<file path="config.mk">
export PLATFORM = sky130hd
export DESIGN_NAME = trng_collector
export DESIGN_NICKNAME = d
export VERILOG_FILES = /design/src/rtl/trng_collector.sv
export SDC_FILE = /design/constraint.sdc
export NUM_CORES = 1
export LEC_CHECK = 0
export BUFFER_PORTS_ARGS = -buffer_cell sky130_fd_sc_hd__buf_2
export CAP_MARGIN = 30
export CORE_ASPECT_RATIO = 1.25
export CORE_MARGIN = 2
export CORE_UTILIZATION = 52
export DETAILED_ROUTE_END_ITERATION = 16
export MAX_ROUTING_LAYER = met4
export PLACE_DENSITY = 0.76
export RECOVER_POWER = 25
export SETUP_SLACK_MARGIN = 0.3
export SYNTH_ARGS = -nofsm -noshare
export SYNTH_HDL_FRONTEND = slang
export SYNTH_SLANG_ARGS = --single-unit
export TNS_END_PERCENT = 50
</file>
<file path="constraint.sdc">
create_clock -name iClk -period 2.4 [get_ports iClk]
set_input_delay 0.12 -clock iClk [delete_from_list [all_inputs] [get_ports iClk]]
set_output_delay 0.12 -clock iClk [all_outputs]
set_load 0.05 [all_outputs]
</file>
<file path="src/rtl/trng_collector.sv">
// trng_collector: samples the ring-generator serial bit and runs a repetition-count
// health test on the raw stream. Bits are optionally von Neumann debiased and then
// packed MSB-first into WIDTH-bit words. Words are handed out through a
// valid/read handshake, with the accumulator and the holding register acting as a
// two-deep buffer.
module trng_collector #(
   parameter int WIDTH     = 32,
   parameter int RCT_LIMIT = 32
) (
   input  logic             iClk,
   input  logic             iRst,
   input  logic             iEn,
   input  logic             iSerial,
   input  logic             iRawMode,
   input  logic             iRead,
   input  logic             iClrFail,
   output logic [WIDTH-1:0] oData,
   output logic             oValid,
   output logic             oFail
);

   localparam int CW = $clog2(WIDTH + 1);
   localparam logic [7:0] LIMIT = 8'(RCT_LIMIT);

   logic [WIDTH-1:0] acc;
   logic [CW-1:0]    count;
   logic             phase;
   logic             aBit;
   logic             prev;
   logic             prevValid;
   logic             rawModeQ;
   logic [7:0]       run;

   logic       sample;
   logic       modeChg;
   logic       effPhase;
   logic       accept;
   logic       bitVal;
   logic       full;
   logic       xfer;
   logic [7:0] runNext;

   // Decode which bit (if any) is accepted this cycle and whether a word moves out.
   // A mode change is treated as if the pair phase were already back at 0, so a
   // half-collected pair from the old mode can never complete.
   always_comb begin
      sample   = iEn & ~oFail;
      modeChg  = iRawMode != rawModeQ;
      effPhase = modeChg ? 1'b0 : phase;
      accept   = sample & (iRawMode | (effPhase & (aBit != iSerial)));
      bitVal   = iRawMode ? iSerial : aBit;
      full     = count == CW'(WIDTH);
      xfer     = full & ~oFail & (~oValid | iRead);
      runNext  = run;
      if (!prevValid) begin
         runNext = 8'd1;
      end else if (iSerial == prev) begin
         runNext = (run == LIMIT) ? LIMIT : run + 8'd1;
      end else begin
         runNext = 8'd1;
      end
   end

   // Repetition-count health test; keeps running while failed so the run stays current.
   always_ff @(posedge iClk or posedge iRst) begin
      if (iRst) begin
         oFail     <= 1'b0;
         run       <= 8'd0;
         prev      <= 1'b0;
         prevValid <= 1'b0;
      end else if (iClrFail) begin
         oFail     <= 1'b0;
         run       <= 8'd0;
         prevValid <= 1'b0;
      end else if (iEn) begin
         run       <= runNext;
         prev      <= iSerial;
         prevValid <= 1'b1;
         if (runNext == LIMIT) oFail <= 1'b1;
      end
   end

   // Von Neumann pair tracking and raw-mode change detection.
   always_ff @(posedge iClk or posedge iRst) begin
      if (iRst) begin
         rawModeQ <= 1'b0;
         phase    <= 1'b0;
         aBit     <= 1'b0;
      end else begin
         rawModeQ <= iRawMode;
         if (iRawMode) begin
            phase <= 1'b0;
         end else if (sample) begin
            phase <= ~effPhase;
         end else begin
            phase <= effPhase;
         end
         if (sample & ~iRawMode & ~effPhase) aBit <= iSerial;
      end
   end

   // Accumulator: shift in accepted bits; a bit arriving on a transfer starts the next word.
   always_ff @(posedge iClk or posedge iRst) begin
      if (iRst) begin
         acc   <= '0;
         count <= '0;
      end else if (oFail) begin
         acc   <= '0;
         count <= '0;
      end else if (xfer) begin
         acc   <= WIDTH'(accept & bitVal);
         count <= CW'(accept);
      end else if (accept & ~full) begin
         acc   <= {acc[WIDTH-2:0], bitVal};
         count <= count + CW'(1);
      end
   end

   // Holding register and valid flag for the read handshake.
   always_ff @(posedge iClk or posedge iRst) begin
      if (iRst) begin
         oData  <= '0;
         oValid <= 1'b0;
      end else if (xfer) begin
         oData  <= acc;
         oValid <= 1'b1;
      end else if (iRead & oValid) begin
         oValid <= 1'b0;
      end
   end

endmodule

</file>
==> results of run 1 <==
Yosys cell counts (2+ instances only):
master / count / area, um^2
nand3_1: 8 / 40.0
nand4_1: 3 / 18.8
nand3b_1: 3 / 22.5
mux2_4: 26 / 390
o31ai_1: 4 / 30.0
inv_1: 9 / 33.8
mux2i_1: 3 / 30.0
nand2b_1: 4 / 25.0
ha_1: 4 / 50.1
nor3_1: 2 / 10.0
nor2b_1: 2 / 12.5
buf_2: 5 / 25.0
xor2_1: 5 / 43.8
nor2_1: 17 / 63.8
and3_1: 3 / 18.8
dfrtp_1: 85 / 2130
mux2_2: 7 / 78.8
clkbuf_1: 6 / 22.5
nor3b_1: 2 / 15.0
o21ai_0: 3 / 15.0
xnor2_1: 7 / 61.3
a22o_1: 32 / 280
buf_6: 2 / 22.5
a21oi_1: 8 / 40.0
or3_1: 3 / 18.8
nand2_1: 7 / 26.3
buf_12: 2 / 40.0
what timing repair did:
item                       4_1_cts  5_1_grt
hold endpoints to repair        87        0
resized for setup                0        8
hold buffers                     2        0
setup endpoints to repair        0       60
cell type report:
class	instances	area, um^2	area share, %
flip-flops and latches	85	2130	50.4
multi-input cells	166	1440	34.0
repair buffers	51	310	7.34
clock buffers	9	124	2.93
well taps	90	113	2.66
clock inverters	7	73.8	1.75
inverters	9	37.5	0.888
stage by stage:
stage / hold slack, ns / cells / area, um^2 / util, % / setup WS (ns)
after floorplan: 0.151 / 275 / 3680 / - / 0.367
after global placement: 0.271 / 398 / 3970 / 57.5 / 0.401
after detailed placement: 0.278 / 398 / 3970 / 57.5 / 0.331
after CTS: 0.0435 / 416 / 4180 / 60.7 / 0.320
after global routing: 0.0673 / 417 / 4230 / 61.3 / 0.283
final: 0.0526 / 417 / 4230 / 61.3 / 0.417
registers in the layout (all words and copies together), names as in the netlist:
register / flops
prevValid: 1
prev: 1
count: 6
acc: 32
aBit: 1
rawModeQ: 1
oValid: 1
phase: 1
run: 8
oFail: 1
oData: 32
power groups by stage:
stage | combinational (mW) | clock, mW | sequential (mW)
detailed placement | 0.430 | 0 | 1.76
global placement | 0.408 | 0 | 1.75
global route | 0.480 | 1.09 | 1.76
floorplan | 0.295 | 0 | 1.77
CTS | 0.435 | 1.03 | 1.73
finish | 0.434 | 1.01 | 1.74
final timing paths:
check	from	end	slack [ns]	cells past startpoint
worst max-delay path	run[0]	run[4]	0.42	6
worst min-delay path	iClrFail	run[2]	0.05	2
worst max register to register	run[0]	run[4]	0.42	6
worst min register to register	prevValid	prevValid	0.51	2
max in group asynchronous	iRst	count[3]	0.89	4
min in group asynchronous	iRst	oData[27]	0.58	4
metal layers:
layer  track usage, %  share of wire, %  vias up
met4             8.36               1.8        0
li1                 -                 -     1088
met1             24.9                45     1179
met2             29.0                49       51
met3             3.88               3.7        8
met5                -                 0        -
cell usage in the layout (no fill, tap or decap), drive strengths merged, types with 3 or more instances in the layout:
master and count:
dfrtp 85, buf 44, mux2 33, a22o 32, nor2 17, clkbuf 14
inv 9, nand3 8, nand2 8, a21oi 8, xnor2 7, xor2 5
o31ai 5, nand2b 4, ha 4, clkinv 4, nand3b 3, and3 3
nand4 3, mux2i 3, or3 3, o21ai 3
cell families after synthesis:
| family | Yosys count |
|---|---|
| flops | 85 |
| simple gates | 59 |
| compound gates | 55 |
| mux | 36 |
| buf+inv | 24 |
| xor+xnor | 12 |
| fa+ha+maj | 4 |
==> results.cfg, run 1 <==
[outcome]
status = finished, final reports clean

[drt]
dr.pass1.iters = 4
wirelength_um = 6720
via_per_inst = 5.58
route.detailed.drc = 0
wl_per_cell_um = 16.1
vias = 2326
ant_nets = 0
drt_iter0_drc = 96

[timing]
slew_viol_final = 0
maxSlewHeadroom_pct = 21.7
hold_viol_final = 0
period_share_pct = 82.6
fin_crit_ns = 1.98
tightestPinTransition_ns = 1.17
finalSetupViolations = 0
rsz0062_at_grt = true
fmax_mhz = 504
finClkSkew_ns = 0.0144
setup_tns_ns = 0

[power_and_ir_drop]
finalPower_mw = 3.18
seqPwrFrac_pct = 54.6
p_leak_nw = 2.19
power_frac_comb_pct = 13.6
switching_share_pct = 28.8
ir_drop_mv = 0.452
power.density_nw_per_um2 = 752
switchingPower_mw = 0.915
power_frac_clock_pct = 31.7
p_int_mw = 2.26

[final_layout]
layout.nets = 333
layout-drive-gt1-share_pct = 32.7
diodes = 0
fill_cells = 567
syn2layout_area_growth_pct = 14.8

[floorplan]
initial_core_util_pct = 53.4
pin_count = 41
die_width_um = 79.3
dieArea_um2 = 7770
rows = 34
core-area_um2 = 6890
dieHeight_um = 98.1

[setup_path]
critPathSlowestCell = nor3b_1
timing.critical_path.to_type = register
required_ns = 2.68
crit_type = reg -> reg
critPathMaxFanout = 8
worstSetupStartpointType = register
max_stage_delay_ns = 0.59
crit_family = simple AND/OR/NAND/NOR gates
crit_arrival_ns = 2.27
crit_chain = inv_1 > ha_1 > and4b_1 > nor3b_1 > nand3_1 > a21oi_1
path_buf_inv = 1

[clocking]
h-tree-depth = 3
cts_setup_buffers = 0
clock-sinks = 85
numCtsBuffers = 9
cts_tree = done
clk_pin_slew_worst_paths_ns = 0.08
cts_root_buf = clkbuf_8
clk_latency_ns = 0.36
clockBufferDepth = 2

[logic_synthesis]
yosysSeqAreaShare_pct = 57.8
ys_types = 40
synth_top_family_by_area = multiplexers
async_flop_share_pct = 100
yosysWarningCount = 0
synthAdderAreaFrac_pct = 1.36
synth_edf_count = 0
avgSynthCellArea_um2 = 13.4
muxShareOfSynthArea_pct = 13.6
synth_seq_cells = 85
synth_compound_area_share_pct = 11.7
synthCells = 275
synth_xor_area_share_pct = 2.86
syn-cell-area_um2 = 3680
ys.flop_type = dfrtp_1
synthSimpleGateAreaFrac_pct = 8.80
syn_nets = 286

[placement]
gp_congestion = 0.876
portBuffers = 40
hpwl_um = 4260

[flow_run]
max-cap-violations = 0

[global_routing]
grt_pass1_wl_um = 11300
overflow = 0
antenna_found_initial = 0
grt_pass1_vias = 2331
grt_max_degree = 50
grt_usage_pct = 19.1

[hold_path]
worst_hold_path_type = in -> reg
(Power assumes the default switching activity.)
==> inputs of run 2 (changes only) <==
--- a/config.mk
+++ b/config.mk
@@ -5,14 +5,15 @@
 export SDC_FILE = /design/constraint.sdc
 export NUM_CORES = 1
 export LEC_CHECK = 0
+export ABC_AREA = 1
 export BUFFER_PORTS_ARGS = -buffer_cell sky130_fd_sc_hd__buf_2
 export CAP_MARGIN = 30
 export CORE_ASPECT_RATIO = 1.25
 export CORE_MARGIN = 2
-export CORE_UTILIZATION = 52
+export CORE_UTILIZATION = 53
 export DETAILED_ROUTE_END_ITERATION = 16
 export MAX_ROUTING_LAYER = met4
-export PLACE_DENSITY = 0.76
+export PLACE_DENSITY = 0.77
 export RECOVER_POWER = 25
 export SETUP_SLACK_MARGIN = 0.3
 export SYNTH_ARGS = -nofsm -noshare
==> constraint.sdc (replaced) <==
create_clock -name iClk -period 1.8 [get_ports iClk]
set_input_delay 0.09 -clock iClk [delete_from_list [all_inputs] [get_ports iClk]]
set_output_delay 0.09 -clock iClk [all_outputs]
set_load 0.05 [all_outputs]
==> run 2 against run 1 <==
Against the previous run:
- via count rose by 29%
- sequential cell count did not move
- wire length rose by 23%
- setup slack got worse by 0.19 ns
- clock skew fell by 0.00093 ns
- global-route usage rose by 2.4 points
- worst hold slack got worse by 0.017 ns
- clock power rose by 41%
- design area rose by 11%
- die area rose by 2.3%
- core utilization rose by 5.8 points
- combinational power rose by 96%
==> results.cfg, run 2 <==
[setup_path]
crit_type = reg -> reg
rr_startpoint = count[2]
timing.critical_path.to_type = register
crit_arrival_ns = 1.83
worstSetupStartpointType = register
required_ns = 2.06
critPathMaxFanout = 25
ff2ff_setup_slack_ns = 0.22
worstReg2RegEnd = oData[15]
rr_worst_depth = 7

[clocking]
h-tree-depth = 3
clk_latency_ns = 0.36
cts_root_buf = clkbuf_8
numCtsBuffers = 9
clock-sinks = 85
cts_tree = done
clockBufferDepth = 2
clk_pin_slew_worst_paths_ns = 0.10

[final_layout]
postLayoutCellArea_um2 = 4680
layout_common_cells = 104 x nand2_1, 85 x dfrtp_1, 52 x inv_1, 38 x buf_2, 33 x o21ai_2
reg_top3 = acc (32), oData (32), run (8)
layout_commonest_cell = nand2_1
instances_no_fill = 577
diodes = 0
layout-drive-gt1-share_pct = 29.8
fill_cells = 566
syn2layout_area_growth_pct = 21.8
layout.nets = 493

[global_routing]
grt_pass1_wl_um = 12900
grt_pass1_vias = 2777
antenna_found_initial = 0
use_met3_pct = 2.99
grtUsageMet2_pct = 34.6
met1_usage_pct = 27.0
overflow = 0
gr-max-usage-layer = met2
grt_usage_pct = 21.5
grt_max_degree = 86

[timing]
fin_crit_ns = 1.58
maxSlewHeadroom_pct = 25.4
finClkSkew_ns = 0.0134
finalSetupViolations = 0
fmax_mhz = 635
slew_viol_final = 0
tightestPinTransition_ns = 1.12
period_share_pct = 87.5
setup_tns_ns = 0
hold_viol_final = 0
rsz0062_at_grt = true

[logic_synthesis]
syn-cell-area_um2 = 3840
synth.area.top_cells = dfrtp_1 55%, nand2_1 11%, o21ai_2 7.1%, inv_1 5.4%, o21ai_1 3.6%
synth.most_common_cell = nand2_1
synth_top_area_cell = dfrtp_1
ys.flop_type = dfrtp_1
synthCells = 413
avgSynthCellArea_um2 = 9.31
yosysWarningCount = 0
yosysTopAreaCellShare_pct = 55.3
synth_edf_count = 0
async_flop_share_pct = 100
synth_seq_cells = 85
syn_nets = 424
ys_types = 31
ys_top_cells_by_count = 109 x nand2_1, 85 x dfrtp_1, 55 x inv_1, 31 x o21ai_2, 28 x o21ai_1
yosysSeqAreaShare_pct = 55.3

[drt]
via_per_inst = 5.20
wl_per_cell_um = 14.3
ant_nets = 0
drt_iter0_drc = 239
vias = 2998
route.detailed.drc = 0
dr.pass1.iters = 4
wirelength_um = 8230

[placement]
hpwl_um = 4820
dpl_cell_area_um2 = 4120
gp_congestion = 0.904
portBuffers = 40
place_inst = 540

[hold_path]
hp-start = iSerial
hold_path_depth = 3
hold_path_end = prev
worst_hold_path_type = in -> reg

[floorplan]
rows = 34
die_width_um = 80.2
initial_core_util_pct = 55.1
dieHeight_um = 99.2
pin_count = 41
core-area_um2 = 6980
dieArea_um2 = 7950

[outcome]
status = finished, final reports clean

[power_and_ir_drop]
power.density_nw_per_um2 = 974
p_leak_nw = 2.34
finalPower_mw = 4.56
ir_drop_mv = 0.712

[flow_run]
max-cap-violations = 0
-- run 2: changes by cell type in the layout (fill, tap and decap cells not counted), sizes merged, moves of 4 or more --
| cell | change |
|---|---|
| nand2 | +111 |
| o21ai | +67 |
| inv | +49 |
| mux2 | -33 |
| a22o | -32 |
| buf | +15 |
| nor2 | +11 |
| nand3 | +9 |
| xnor2 | -6 |
| a21oi | -5 |
| o31ai | -5 |
| nand2b | -4 |
-- run 2: cell type report --
cell class / instances / area [um^2] / share of cell area [%]
Sequential cell: 85 / 2130 / 45.4
Multi-Input combinational cell: 262 / 1520 / 32.5
Timing Repair Buffer: 67 / 485 / 10.4
Inverter: 57 / 219 / 4.68
Clock buffer: 9 / 124 / 2.65
Tap cell: 90 / 113 / 2.41
Clock inverter: 7 / 91.3 / 1.95
-- run 2: power breakdown --
part,internal (mW),total (mW),switching [mW]
clock network,0.674,1.42,0.744
registers,2.14,2.29,0.150
logic,0.315,0.850,0.535
-- run 2: kinds of logic after synthesis --
| logic type | after synthesis | synth area share (%) |
|---|---|---|
| fa+ha+maj | 4 | 1.30 |
| simple gates | 167 | 18.8 |
| xor+xnor | 7 | 1.60 |
| flops | 85 | 55.3 |
| buf+inv | 70 | 9.02 |
| compound gates | 80 | 13.9 |
-- run 2: metrics by stage --
| step | setup slack, ns | hold slack [ns] | util, % |
|---|---|---|---|
| finish | 0.225 | 0.0357 | 67.1 |
| global route | 0.145 | 0.0382 | 67.1 |
| floorplan | 0.196 | 0.121 | - |
| global placement | 0.173 | 0.248 | 59.0 |
| CTS | 0.280 | 0.0243 | 64.7 |
| detailed placement | 0.0613 | 0.253 | 59.0 |
-- run 2: routing by layer --
metal | vias to the layer above | part of all wire (%) | wire [um]
met2 | 61 | 53 | 4380
met1 | 1461 | 41 | 3360
met4 | 0 | 2.6 | 214
met3 | 19 | 3.4 | 277
li1 | 1457 | - | -
met5 | - | 0 | 0
-- run 2: critical path, stage by stage (launching register included) --
cell	delay, ns
dfrtp_1	0.43
nor3_4	0.24
nand3_4	0.14
nor2_4	0.14
nand2_4	0.13
buf_12	0.20
nand2_1	0.11
o21ai_2	0.07
-- run 2: worst max-delay path by stage --
stage,start,endpoint,slack [ns],cells after the start
5_1_grt,iRst,acc[8],0.14,4
2_1_floorplan,oFail,count[0],0.20,8
3_5_place_dp,count[0],count[0],0.06,8
3_3_place_gp,count[0],count[0],0.17,8
6_report,count[2],oData[15],0.22,7
4_1_cts,prev,oFail,0.28,7
-- run 2: what timing repair did --
| item | 4_1_cts | 5_1_grt |
|---|---|---|
| endpoints found under the setup margin | 64 | 77 |
| resized for setup | 10 | 30 |
| hold buffers | 4 | 0 |
| setup buffers | 8 | 4 |
| gates cloned | 2 | 3 |
| hold endpoints to repair | 88 | 0 |
| pin swaps | 5 | 6 |
==> inputs of run 3 (changes only) <==
--- a/config.mk
+++ b/config.mk
@@ -15,7 +15,6 @@
 export MAX_ROUTING_LAYER = met4
 export PLACE_DENSITY = 0.77
 export RECOVER_POWER = 25
-export SETUP_SLACK_MARGIN = 0.3
 export SYNTH_ARGS = -nofsm -noshare
 export SYNTH_HDL_FRONTEND = slang
 export SYNTH_SLANG_ARGS = --single-unit
==> run 3 against run 2 <==
Against the previous run:
- total power fell by 3.5%
- core utilization fell by 4.2 points
- critical path depth rose by 1
- fmax fell by 3.8%
- sequential power barely moved
- sequential share of layout area rose by 3.1 points
- wire length fell by 14%
- non-clock buffer count fell by 13
- first-iteration DRC count fell by 21%
- worst hold slack improved by 0.00080 ns
- clock-buffer cell count did not move
- critical endpoint is now count[0]
- highest routed layer unchanged
==> results.cfg, run 3 (synthesis results as in run 2) <==
[outcome]
status = finished, final reports clean

[placement]
hpwl_um = 4820
dpl_cell_area_um2 = 4120
pre_cts_slack_ns = 0.0613
place_inst = 540
gp_congestion = 0.904
portBuffers = 40

[drt]
drt_iter0_drc = 190
route.detailed.drc = 0
via_per_inst = 5.06
wirelength_um = 7070
wl_per_cell_um = 12.6
vias = 2833
ant_nets = 0
dr.pass1.iters = 4

[global_routing]
met1_usage_pct = 25.7
grt_pass1_wl_um = 12300
use_met3_pct = 2.99
gr-max-usage-layer = met2
grtUsageMet2_pct = 32.1
grt_max_degree = 86
overflow = 0
grt_pass1_vias = 2701
antenna_found_initial = 0
grt_usage_pct = 20.4

[floorplan]
initial_core_util_pct = 55.1
rows = 34
dieArea_um2 = 7950
die_width_um = 80.2
dieHeight_um = 99.2
pin_count = 41
core-area_um2 = 6980

[timing]
maxSlewHeadroom_pct = 26.0
finClkSkew_ns = 0.0133
fmax_mhz = 611
whs_ns = 0.0365
tightestPinTransition_ns = 1.11
period_share_pct = 91.0
hold_viol_final = 0
fin_crit_ns = 1.64
setup_tns_ns = 0
slew_viol_final = 0
rsz0062_at_grt = true
finalSetupViolations = 0
setup_slack_ns = 0.162

[final_layout]
postLayoutCellArea_um2 = 4390
layout_common_cells = 109 x nand2_1, 85 x dfrtp_1, 54 x inv_1, 39 x buf_2, 31 x o21ai_2
layout.nets = 476
instances_no_fill = 560
layout_commonest_cell = nand2_1
diodes = 0
syn2layout_area_growth_pct = 14.1
layout-drive-gt1-share_pct = 24.3
reg_top3 = acc (32), oData (32), run (8)
utilization_pct = 62.9

[power_and_ir_drop]
finalPower_mw = 4.40
power.density_nw_per_um2 = 1000
ir_drop_mv = 0.655
p_leak_nw = 2.22

[setup_path]
required_ns = 2.04
crit_arrival_ns = 1.88
timing.critical_path.to_type = register
critPathMaxFanout = 33
crit_type = reg -> reg
worstSetupStartpointType = register

[clocking]
cts_tree = done
cts_root_buf = clkbuf_8
cts_setup_buffers = 0
numCtsBuffers = 9
h-tree-depth = 3
clock-sinks = 85
clk_pin_slew_worst_paths_ns = 0.08
clk_latency_ns = 0.36
clockBufferDepth = 2

[flow_run]
max-cap-violations = 0

[hold_path]
worst_hold_path_type = in -> reg
## run 3: cell types whose count changed in the layout (fill, tap and decap cells not counted), moves of 2 or more
cell     change
nand2_1      +5
nand2_8      -2
o21ai_0      +3
o21ai_2      -2
nor2_2       -3
nand3_1      +2
buf_4        -8
inv_2        -2
nand2_4      -4
inv_1        +2
nand2_2      -2
nor2_1       +3
buf_12       -4
## run 3: worst paths after layout
check | slack, ns | from | end | depth (start not counted)
min in group asynchronous | 0.69 | iRst | phase | 4
worst max register to register | 0.16 | count[0] | count[0] | 8
worst max-delay path | 0.16 | count[0] | count[0] | 8
worst min-delay path | 0.04 | iSerial | prev | 3
worst min register to register | 0.48 | oData[23] | oData[23] | 2
max in group asynchronous | 0.42 | iRst | oFail | 4
## run 3: timing repair
| item | in CTS | in global routing |
|---|---|---|
| hold buffers | 4 | 0 |
| endpoints found under the setup margin | 0 | 36 |
| resized for setup | 0 | 5 |
| endpoints found under the hold margin | 88 | 0 |
## run 3: worst max-delay path, cell delays in order (launching register included)
cell	delay, ns
dfrtp_1	0.41
inv_1	0.08
ha_1	0.20
nand3_2	0.13
inv_1	0.12
a21oi_4	0.22
nand2_8	0.19
nand2_2	0.11
nand2_1	0.05
## run 3: layout make-up
class	count	area, um^2
repair buffers	54	322
clock inverters	7	91.3
fillers	618	2590
clock buffers	9	124
multi-input cells	258	1390
well taps	90	113
inverters	57	219
flip-flops and latches	85	2130
## run 3: report_power, final
part           switching [mW]  total (mW)  internal (mW)
clock                   0.736        1.41          0.674
sequential              0.153        2.29           2.14
combinational           0.457       0.698          0.241
## run 3: metal layers
layer,part of all wire (%),wire length [um]
met4,2.8,201
met3,2.7,194
met5,0,0
met1,44,3130
met2,50,3540
